### src/rtl/vga_pkg.sv
// ---------------------------------------------------------------------------
// vga_pkg
// Shared definitions for the VGA frame-buffer read engine:
//   - default 640x480@60 timing constants and the derived line/frame totals
//   - frame-buffer depth and address width
//   - 12-bit pixel packing {R[11:8], G[7:4], B[3:0]}
//   - pipeline flag bundle carried alongside each pixel
//   - colour-bar palette used by the optional test pattern
//     (VGA_TEST_PATTERN_EN)
// ---------------------------------------------------------------------------
package vga_pkg;

    localparam int   DEF_H_ACTIVE = 640;
    localparam int   DEF_H_FP     = 16;
    localparam int   DEF_H_SYNC   = 96;
    localparam int   DEF_H_BP     = 48;
    localparam int   DEF_V_ACTIVE = 480;
    localparam int   DEF_V_FP     = 10;
    localparam int   DEF_V_SYNC   = 2;
    localparam int   DEF_V_BP     = 33;
    localparam int   DEF_H_TOTAL  = DEF_H_ACTIVE + DEF_H_FP + DEF_H_SYNC + DEF_H_BP;
    localparam int   DEF_V_TOTAL  = DEF_V_ACTIVE + DEF_V_FP + DEF_V_SYNC + DEF_V_BP;
    localparam logic DEF_SYNC_POL = 1'b0;

    localparam int   FB_DEPTH     = DEF_H_ACTIVE * DEF_V_ACTIVE;
    localparam int   DEF_ADDR_W   = 19;

    localparam int   BAR_WIDTH    = 80;

    typedef struct packed {
        logic [3:0] r;
        logic [3:0] g;
        logic [3:0] b;
    } pixel_t;

    // Flags are booleans (1 = inside the window); sync polarity is applied
    // only at the output pins.
    typedef struct packed {
        logic active;
        logic hsync;
        logic vsync;
        logic frame_start;
    } vga_flags_t;

    // Eight vertical bars, left to right.
    function automatic pixel_t bar_color(input logic [2:0] idx);
        pixel_t c;
        case (idx)
            3'd0:    c = pixel_t'(12'hFFF);  // white
            3'd1:    c = pixel_t'(12'hFF0);  // yellow
            3'd2:    c = pixel_t'(12'h0FF);  // cyan
            3'd3:    c = pixel_t'(12'h0F0);  // green
            3'd4:    c = pixel_t'(12'hF0F);  // magenta
            3'd5:    c = pixel_t'(12'hF00);  // red
            3'd6:    c = pixel_t'(12'h00F);  // blue
            default: c = pixel_t'(12'h000);  // black
        endcase
        return c;
    endfunction

endpackage

### src/rtl/vga_timing.sv
// ---------------------------------------------------------------------------
// vga_timing
// Horizontal/vertical raster counters and the raw (stage 0) timing flags.
// h_cnt runs 0..H_TOTAL-1; v_cnt steps on every h_cnt wrap and runs
// 0..V_TOTAL-1.
// Ports:
//   clk          in   pixel clock
//   reset        in   synchronous, active-high
//   o_h_cnt      out  current h_cnt (only with VGA_TEST_PATTERN_EN)
//   o_flags      out  active / hsync / vsync / frame_start for this count
//   o_frame_end  out  counters sit on the last position of the frame
// ---------------------------------------------------------------------------
module vga_timing
    import vga_pkg::*;
#(
    parameter int H_ACTIVE = DEF_H_ACTIVE,
    parameter int H_FP     = DEF_H_FP,
    parameter int H_SYNC   = DEF_H_SYNC,
    parameter int H_BP     = DEF_H_BP,
    parameter int V_ACTIVE = DEF_V_ACTIVE,
    parameter int V_FP     = DEF_V_FP,
    parameter int V_SYNC   = DEF_V_SYNC,
    parameter int V_BP     = DEF_V_BP
) (
    input  logic       clk,
    input  logic       reset,
`ifdef VGA_TEST_PATTERN_EN
    output logic [9:0] o_h_cnt,
`endif
    output vga_flags_t o_flags,
    output logic       o_frame_end
);

    localparam logic [9:0] H_ACT    = 10'(H_ACTIVE);
    localparam logic [9:0] V_ACT    = 10'(V_ACTIVE);
    localparam logic [9:0] H_LAST   = 10'(H_ACTIVE + H_FP + H_SYNC + H_BP - 1);
    localparam logic [9:0] V_LAST   = 10'(V_ACTIVE + V_FP + V_SYNC + V_BP - 1);
    localparam logic [9:0] HS_FIRST = 10'(H_ACTIVE + H_FP);
    localparam logic [9:0] HS_LAST  = 10'(H_ACTIVE + H_FP + H_SYNC - 1);
    localparam logic [9:0] VS_FIRST = 10'(V_ACTIVE + V_FP);
    localparam logic [9:0] VS_LAST  = 10'(V_ACTIVE + V_FP + V_SYNC - 1);

    logic [9:0] r_h_cnt;
    logic [9:0] r_v_cnt;

    // NOTE: state registers use non-blocking (<=) so every flop samples the
    // pre-edge values of the others, independent of statement order.
    always_ff @(posedge clk) begin
        if (reset) begin
            r_h_cnt <= '0;
            r_v_cnt <= '0;
        end else if (r_h_cnt == H_LAST) begin
            r_h_cnt <= '0;
            r_v_cnt <= (r_v_cnt == V_LAST) ? '0 : r_v_cnt + 1'b1;
        end else begin
            r_h_cnt <= r_h_cnt + 1'b1;
        end
    end

`ifdef VGA_TEST_PATTERN_EN
    assign o_h_cnt = r_h_cnt;
`endif

    assign o_flags.active      = (r_h_cnt < H_ACT) && (r_v_cnt < V_ACT);
    assign o_flags.hsync       = (r_h_cnt >= HS_FIRST) && (r_h_cnt <= HS_LAST);
    assign o_flags.vsync       = (r_v_cnt >= VS_FIRST) && (r_v_cnt <= VS_LAST);
    assign o_flags.frame_start = (r_h_cnt == '0) && (r_v_cnt == '0);
    assign o_frame_end         = (r_h_cnt == H_LAST) && (r_v_cnt == V_LAST);

endmodule

### src/rtl/vga_frame_reader.sv
// ---------------------------------------------------------------------------
// vga_frame_reader
// Read-side engine for the 640x480x12 frame buffer. Generates VGA timing,
// issues one buffer read per active pixel and drives the RGB/sync pins
// through a 3-stage pipeline (counters -> read request -> buffer data ->
// pins), so RGB, syncs and frame_start all trail the counters by 3 cycles.
// Optional feature: VGA_TEST_PATTERN_EN adds test_sel, which replaces the
// buffer data with 8 colour bars and suppresses buffer reads.
// Ports:
//   clk          in   25 MHz pixel clock (shared with the buffer read port)
//   reset        in   synchronous, active-high
//   test_sel     in   colour-bar select (only with VGA_TEST_PATTERN_EN)
//   rd_en        out  buffer read enable
//   rd_addr      out  buffer read address, holds while rd_en = 0
//   rd_data      in   {R,G,B} pixel, valid one cycle after rd_en
//   vga_r/g/b    out  4-bit colour, 0 during blanking
//   vga_hsync    out  horizontal sync, asserted level SYNC_POL
//   vga_vsync    out  vertical sync, asserted level SYNC_POL
//   frame_start  out  one-cycle pulse with pixel (0,0) on the pins
// ---------------------------------------------------------------------------
module vga_frame_reader
    import vga_pkg::*;
#(
    parameter int   H_ACTIVE = DEF_H_ACTIVE,
    parameter int   H_FP     = DEF_H_FP,
    parameter int   H_SYNC   = DEF_H_SYNC,
    parameter int   H_BP     = DEF_H_BP,
    parameter int   V_ACTIVE = DEF_V_ACTIVE,
    parameter int   V_FP     = DEF_V_FP,
    parameter int   V_SYNC   = DEF_V_SYNC,
    parameter int   V_BP     = DEF_V_BP,
    parameter int   ADDR_W   = DEF_ADDR_W,
    parameter logic SYNC_POL = DEF_SYNC_POL
) (
    input  logic              clk,
    input  logic              reset,
`ifdef VGA_TEST_PATTERN_EN
    input  logic              test_sel,
`endif
    output logic              rd_en,
    output logic [ADDR_W-1:0] rd_addr,
    input  logic [11:0]       rd_data,
    output logic [3:0]        vga_r,
    output logic [3:0]        vga_g,
    output logic [3:0]        vga_b,
    output logic              vga_hsync,
    output logic              vga_vsync,
    output logic              frame_start
);

    vga_flags_t        w_flags;
    logic              w_frame_end;
    logic              w_rd_req;
    pixel_t            w_pixel;
    logic [ADDR_W-1:0] r_pix_cnt;
    vga_flags_t        r_s1_flags;
    vga_flags_t        r_s2_flags;

`ifdef VGA_TEST_PATTERN_EN
    logic [9:0]        w_h_cnt;
    logic [9:0]        r_s1_h_cnt;
    logic [9:0]        r_s2_h_cnt;
`endif

    vga_timing #(
        .H_ACTIVE (H_ACTIVE),
        .H_FP     (H_FP),
        .H_SYNC   (H_SYNC),
        .H_BP     (H_BP),
        .V_ACTIVE (V_ACTIVE),
        .V_FP     (V_FP),
        .V_SYNC   (V_SYNC),
        .V_BP     (V_BP)
    ) u_timing (
        .clk         (clk),
        .reset       (reset),
`ifdef VGA_TEST_PATTERN_EN
        .o_h_cnt     (w_h_cnt),
`endif
        .o_flags     (w_flags),
        .o_frame_end (w_frame_end)
    );

`ifdef VGA_TEST_PATTERN_EN
    assign w_rd_req = w_flags.active & ~test_sel;
`else
    assign w_rd_req = w_flags.active;
`endif

    // Pixel counter holds the address of the pixel the counters point at.
    // It parks at FB_DEPTH through vertical blanking and is cleared on the
    // last raster position, so it never relies on overflow.
    always_ff @(posedge clk) begin
        if (reset) begin
            r_pix_cnt <= '0;
        end else if (w_frame_end) begin
            r_pix_cnt <= '0;
        end else if (w_flags.active) begin
            r_pix_cnt <= r_pix_cnt + 1'b1;
        end
    end

    // S1 issues the read; S2 is the cycle the buffer answers in.
    always_ff @(posedge clk) begin
        if (reset) begin
            rd_en      <= 1'b0;
            rd_addr    <= '0;
            r_s1_flags <= '0;
            r_s2_flags <= '0;
        end else begin
            rd_en      <= w_rd_req;
            if (w_rd_req) begin
                rd_addr <= r_pix_cnt;
            end
            r_s1_flags <= w_flags;
            r_s2_flags <= r_s1_flags;
        end
    end

`ifdef VGA_TEST_PATTERN_EN
    always_ff @(posedge clk) begin
        if (reset) begin
            r_s1_h_cnt <= '0;
            r_s2_h_cnt <= '0;
        end else begin
            r_s1_h_cnt <= w_h_cnt;
            r_s2_h_cnt <= r_s1_h_cnt;
        end
    end
`endif

    // NOTE: w_pixel receives its default before any conditional override,
    // so this block can never infer a latch.
    always_comb begin
        w_pixel = pixel_t'(rd_data);
`ifdef VGA_TEST_PATTERN_EN
        if (test_sel) begin
            w_pixel = bar_color(3'(r_s2_h_cnt / 10'(BAR_WIDTH)));
        end
`endif
    end

    // S3: pins. Blanking forces black regardless of what the buffer returns.
    always_ff @(posedge clk) begin
        if (reset) begin
            vga_r       <= '0;
            vga_g       <= '0;
            vga_b       <= '0;
            vga_hsync   <= ~SYNC_POL;
            vga_vsync   <= ~SYNC_POL;
            frame_start <= 1'b0;
        end else begin
            vga_r       <= r_s2_flags.active ? w_pixel.r : 4'h0;
            vga_g       <= r_s2_flags.active ? w_pixel.g : 4'h0;
            vga_b       <= r_s2_flags.active ? w_pixel.b : 4'h0;
            vga_hsync   <= r_s2_flags.hsync ? SYNC_POL : ~SYNC_POL;
            vga_vsync   <= r_s2_flags.vsync ? SYNC_POL : ~SYNC_POL;
            frame_start <= r_s2_flags.frame_start;
        end
    end

endmodule

### config.mk
export PLATFORM = sky130hd
export DESIGN_NAME = vga_frame_reader
export DESIGN_NICKNAME = d
export VERILOG_FILES = /design/src/rtl/vga_pkg.sv /design/src/rtl/vga_timing.sv /design/src/rtl/vga_frame_reader.sv
export SDC_FILE = /design/constraint.sdc
export NUM_CORES = 1
export LEC_CHECK = 0
export ABC_AREA = 1
export CORE_MARGIN = 8
export CORE_UTILIZATION = 45
export DETAILED_ROUTE_END_ITERATION = 8
export MAX_ROUTING_LAYER = met4
export PLACE_DENSITY = 0.68
export SLEW_MARGIN = 20
export SYNTH_ARGS = -nofsm -noshare
export SYNTH_HDL_FRONTEND = slang
export SYNTH_HIERARCHICAL = 1
export SYNTH_SLANG_ARGS = --single-unit
### constraint.sdc
create_clock -name clk -period 4.4 [get_ports clk]
set_input_delay 0.44 -clock clk [delete_from_list [all_inputs] [get_ports clk]]
set_output_delay 0.44 -clock clk [all_outputs]
set_load 0.05 [all_outputs]
==> impl_metrics.env <==
export IMPL_finalPower_mw=1.47
export IMPL_cp_max_fo=16
export IMPL_dieHeight_um=104
export IMPL_critPathMostFrequentCell="nand2_1"
export IMPL_fp_dieArea_um2=10800
export IMPL_relSlewSlack_pct=45.3
export IMPL_yosysTopAreaCell="dfxtp_1"
export IMPL_postCtsResizedCells=0
export IMPL_initial_utilization_pct=45.8
export IMPL_criticalPathCategory="reg2reg"
export IMPL_period_needed_ns=2.27
export IMPL_crit_required_ns=4.65
export IMPL_numCtsBuffers=9
export IMPL_fmax_mhz=440
export IMPL_cts_root_buf="clkbuf_8"
export IMPL_path_cells="inv_1, nand3_1, nand2_1, nor2_2, buf_4, nand2_1, nor2_1, nand2_1, nor2_4, nand3_1, nand2_1, nor2_1"
export IMPL_diodes=0
export IMPL_post_cts_setup_buffer_count=0
export IMPL_r2r_slack_ns=2.13
export IMPL_endpoint_kind="flop"
export IMPL_cp_arrival_ns=2.52
export IMPL_cts_sinks=81
export IMPL_fin_worst_skew_ns=0.00726
export IMPL_ant_nets=0
export IMPL_crit_family="simple AND/OR/NAND/NOR gates"
export IMPL_final_area_um2=4280
export IMPL_synth_nets=498
export IMPL_row_count=32
export IMPL_grt_pass1_vias=2917
export IMPL_grt_max_degree=22
export IMPL_synth_top_area_share_pct=46.6
export IMPL_fin_crit_sh_pct=51.6
export IMPL_slew_viol_final=0
export IMPL_synth_cell_types=32
export IMPL_start_kind="flop"
export IMPL_setup_tns_final_ns=0
export IMPL_fin_nets=548
export IMPL_yosys_top_cells_area="dfxtp_1 (47%), nor2_1 (11%), nand2_1 (9.9%), inv_1 (7.2%), a21oi_1 (3.9%)"
export IMPL_fin_util_pct=56.2
export IMPL_dr_pass1_iters=5
export IMPL_track_usage_pct=14.9
export IMPL_ys_seq_area_share_pct=46.6
export IMPL_overflow=0
export IMPL_antenna_found_initial=0
export IMPL_gp_congestion=0.870
export IMPL_layout_common_cells="nor2_1 (97), nand2_1 (92), dfxtp_1 (81), inv_1 (67), clkdlybuf4s50_1 (48)"
export IMPL_rsz0062_at_grt="no"
export IMPL_post_drt_wl_per_cell_um=11.9
export IMPL_cpPeakStageDelay_ns=0.49
export IMPL_die_w_um=104
export IMPL_drtIter0Drc=125
export IMPL_crit_buf_inv=2
export IMPL_dpl_hpwl_um=5670
export IMPL_p_leak_nw=1.78
export IMPL_finalSetupViolCount=0
export IMPL_syn_area_um2=3480
export IMPL_final_common_cell="nor2_1"
export IMPL_maxCapViolCount=0
export IMPL_place_ws_ns=1.88
export IMPL_p_per_area_nw_per_um2=344
export IMPL_clockBufferDepth=2
export IMPL_clk_latency_ns=0.35
export IMPL_synthCells=479
export IMPL_ys_ff_latch=81
export IMPL_timing_final_hold_violations=0
export IMPL_hold_path_class="reg2reg"
export IMPL_coreArea_um2=7610
export IMPL_tightest_slew_ns=0.818
export IMPL_synth_area_per_cell_um2=7.27
export IMPL_num_vias=3030
export IMPL_clkTransAtPathRegs_ns=0.08
export IMPL_port_buffers=48
export IMPL_drc_errors=0
export IMPL_drive_above_1_share_pct=8.99
export IMPL_synth_warnings=6
export IMPL_via_per_inst=4.76
export IMPL_cts_tree="done"
export IMPL_area_growth_pct=22.9
export IMPL_vdd_drop_max_uv=138
export IMPL_cp_slowest_cell="nor2_2"
export IMPL_io_pin_count=49
export IMPL_holdBufCountCts=0
export IMPL_htreeDepth=3
export IMPL_dpl_cell_area_um2=4040
export IMPL_grt_first_pass_wirelength_um=13100
export IMPL_wl_um=7600
export IMPL_status="complete, no violations"
export IMPL_layout_setup_ws_ns=2.13
where the power goes:
part / switching, mW / internal [mW]
Combinational: 0.0503 / 0.0312
Sequential: 0.00705 / 0.744
Clock: 0.262 / 0.378
state kept, by name (all words and copies together), names as in the netlist:
| name | count |
|---|---|
| vga_b | 4 |
| vga_vsync | 1 |
| r_s1_flags | 4 |
| u_timing/r_v_cnt | 10 |
| vga_g | 4 |
| rd_addr | 19 |
| vga_hsync | 1 |
| u_timing/r_h_cnt | 10 |
| vga_r | 4 |
| frame_start | 1 |
| r_s2_flags | 4 |
| r_pix_cnt | 19 |
cells by family after synthesis:
family	count (synthesis)	synth area share [%]
xor+xnor	5	1.26
compound gates	51	7.58
buf+inv	79	9.09
fa+ha+maj	5	1.80
simple gates	258	33.7
flops	81	46.6
metrics by stage:
step                instances  hold slack [ns]
floorplan                 479            0.352
global route              636            0.395
finish                    636            0.379
CTS                       636            0.388
detailed placement        620            0.370
global placement          620            0.370
worst paths after layout:
check | from | endpoint | cells after the start
max | u_timing/r_h_cnt[8] | r_pix_cnt[16] | 12
min | r_s2_flags[1] | vga_vsync | 1
max reg2reg | u_timing/r_h_cnt[8] | r_pix_cnt[16] | 12
min reg2reg | r_s2_flags[1] | vga_vsync | 1
Yosys cell counts:
cell type  number
buf_1           1
nand3_2         3
a211oi_1        1
nand2_2         8
clkbuf_2        1
a21oi_1        27
nand3_1        24
nand4_1         5
o21ai_0        18
nor3_1          5
inv_2           2
ha_1            5
nor4_1          3
nand3b_1        1
nand4_2         1
o21ai_1         2
nand2_4         2
a21o_1          1
o22ai_1         1
buf_2           6
buf_6           1
nand3_4         1
inv_1          67
xor2_1          4
nand2_1        92
nor2_4          6
nor2_2          9
buf_4           1
o211ai_1        1
dfxtp_1        81
xnor2_1         1
nor2_1         98
final cells by class:
cell class | count | area (µm²)
timing repair buffer | 49 | 488
tap | 102 | 128
inverter | 69 | 259
sequential | 81 | 1620
clock inverter | 5 | 104
clock buffer | 11 | 131
multi-input combinational | 319 | 1550
fill | 701 | 3330
layer usage:
metal | vias up | share of wire (%) | global-route usage (%)
li1 | 1585 | - | -
met1 | 1372 | 43 | 15.4
met2 | 59 | 51 | 26.0
met4 | 0 | 2.1 | 7.76
met5 | - | 0 | -
met3 | 14 | 3.5 | 3.16
(Power assumes the default switching activity.)
==> RTL change (same flow settings) <==
`DEF_ADDR_W`: 19 -> 27.
--- a/src/rtl/vga_pkg.sv
+++ b/src/rtl/vga_pkg.sv
@@ -24,5 +24,5 @@
 
     localparam int   FB_DEPTH     = DEF_H_ACTIVE * DEF_V_ACTIVE;
-    localparam int   DEF_ADDR_W   = 19;
+    localparam int   DEF_ADDR_W   = 27;
 
     localparam int   BAR_WIDTH    = 80;
Interface: changed (resized rd_addr); port bits go from 49 to 57. No check against the original RTL was run, so the function may have changed too.
==> RTL change against the original RTL <==
Routed wire length increased by 26%; maximum frequency down 8.2%; final area rose by 20%; utilization shrank 0.48 points; largest power group unchanged; setup slack got worse by 0.20 ns; highest routed layer unchanged; area after synthesis up 22%; critical path type unchanged; sequential power grew 19%; sequential cell count rose by 16; global-route usage grew 0.74 points; power is 9.8% higher.
==> RTL change: results (changes against the original RTL) <==
post-synth net total=602 (+21%); warnings from Yosys=6 (unchanged); hold_buf cts=0 (unchanged); Worst path slowest cell=nor2_2; Hold Path Cell Cnt=1 (unchanged); placed cell areas=4900 µm² (+21%); drt total wl=9.56 mm (+26%); Worst R2R Setup Slack=1.93 ns (-0.20 ns); WL per Instance=12.7 µm (+6.0%); top cells by count, synth=116 x nor2_1, 101 x nand2_1, 97 x dfxtp_1; count of cell types in the netlist=34 (+6.3%); Slowest Stage Delay on Critical Path=0.57 ns (+0.08 ns); first-pass GRT wire length=16.1 mm (+23%); routability cong.=0.886 (+1.9%); largest net degree at the start of global routing=29 (+32%); number of port buffers=56 (+17%); Max VDD drop=152 µV (+10%); cells after synthesis=583 (+22%); HPWL after detailed placement=7.26 mm (+28%); outcome=completed; DR iter-0 viols=202 (+62%); share of cells above drive strength 1=0.0978 (+0.00794); Top Registers=r_pix_cnt (27), rd_addr (27); GRT Util Overall=0.156 (+0.00745); Clock Skew=0.0116 ns (+0.00438 ns); Nets=658 (+20%); Worst-Skew Late Latency=0.37 ns (+0.02 ns); slew margin rel.=0.519 (+0.0660); Crit path arrival time=2.79 ns (+0.27 ns); worst r2r dst=r_pix_cnt[21]; Seq/Total Area, Yosys=0.457 (-0.00898); Inserted Clock Buffers=9 (unchanged); top post-synthesis cells by area=dfxtp_1 46%, nor2_1 10%, nand2_1 8.9%; antenna violations before repair=0 (unchanged); WHS=0.369 ns (-0.0108 ns); Via-to-Cell Ratio=4.96 (+4.0%); CP max FO=26 (+10); Post-synth ARST share=0 (unchanged); HP Start=r_s2_flags[1]; TritonRoute pass-1 iters=4 (-1); Cells after DPL=739 (+19%); clock-pin slew on the worst setup and hold paths=0.11 ns (+0.03 ns); leakage power=0.00216 µW (+22%); Reg2Reg Depth=13 (+1); vias in the first global route=3539 (+21%)
-- RTL change: final cells by class --
type,instances,area (µm²)
Clock buffer,9,124
Clock inverter,7,97.6
Fill cell,908,4070
Inverter,81,304
Multi-Input combinational cell,392,1940
Sequential cell,97,1940
Tap cell,111,139
Timing Repair Buffer,58,576
-- RTL change: where the power goes --
part	total [µW]	switching, µW	internal, µW	leakage (µW)
Clock	631	350	282	0.000112
Combinational	89.7	55.5	34.2	0.00126
Sequential	896	7.22	889	0.000785
Total	1620	412	1210	0.00216
-- RTL change: kinds of logic (layout without fill, tap and decap cells) --
family	count (synthesis)	count (layout)	share of synthesized area
adders and majority gates	5	5	0.0147
and+or+nand+nor	308	308	0.343
xor gates and xnor gates	2	2	0.00412
DFF	97	97	0.457
buffers and inverters	94	155	0.0863
AOI/OAI and AO/OA	77	77	0.0954
-- RTL change: layer usage --
| layer | wire (µm) | up-vias | part of all wire | track usage |
|---|---|---|---|---|
| li1 | - | 1951 | - | - |
| met4 | 165 | 0 | 0.017 | 0.0631 |
| met1 | 4200 | 1717 | 0.44 | 0.171 |
| met5 | 0 | - | 0 | - |
| met2 | 4810 | 60 | 0.50 | 0.277 |
| met3 | 379 | 14 | 0.040 | 0.0250 |
-- RTL change: how the worst max path moves through the flow --
| stage | from | depth (start not counted) | slack (ns) | end |
|---|---|---|---|---|
| finish | u_timing/r_h_cnt[8] | 13 | 1.93 | r_pix_cnt[21] |
| global route | u_timing/r_h_cnt[8] | 13 | 1.71 | r_pix_cnt[21] |
| CTS | u_timing/r_h_cnt[8] | 13 | 1.95 | r_pix_cnt[21] |
| detailed placement | reset | 4 | 1.87 | vga_g[3] |
| global placement | reset | 4 | 1.94 | vga_r[1] |
| floorplan | u_timing/r_h_cnt[0] | 10 | 2.81 | r_pix_cnt[19] |
-- RTL change: metrics by stage --
step	worst slack, ns	utilization
2_1_floorplan	2.81	-
3_5_place_dp	1.87	0.533
4_1_cts	1.95	0.557
6_report	1.93	0.557
5_1_grt	1.71	0.557
3_3_place_gp	1.94	0.533
-- RTL change: worst register-to-register path, cell delays in order, from the launching register on --
cell and delay (ns):
dfxtp_1 0.40, inv_1 0.09, nand3_1 0.09, nand2_1 0.07, nor2_2 0.57, buf_4 0.37
nand2_2 0.14, inv_2 0.09, nand2_1 0.12, nor2_8 0.20, nand3_2 0.08, nand2_1 0.07
inv_1 0.04, nor2_1 0.09
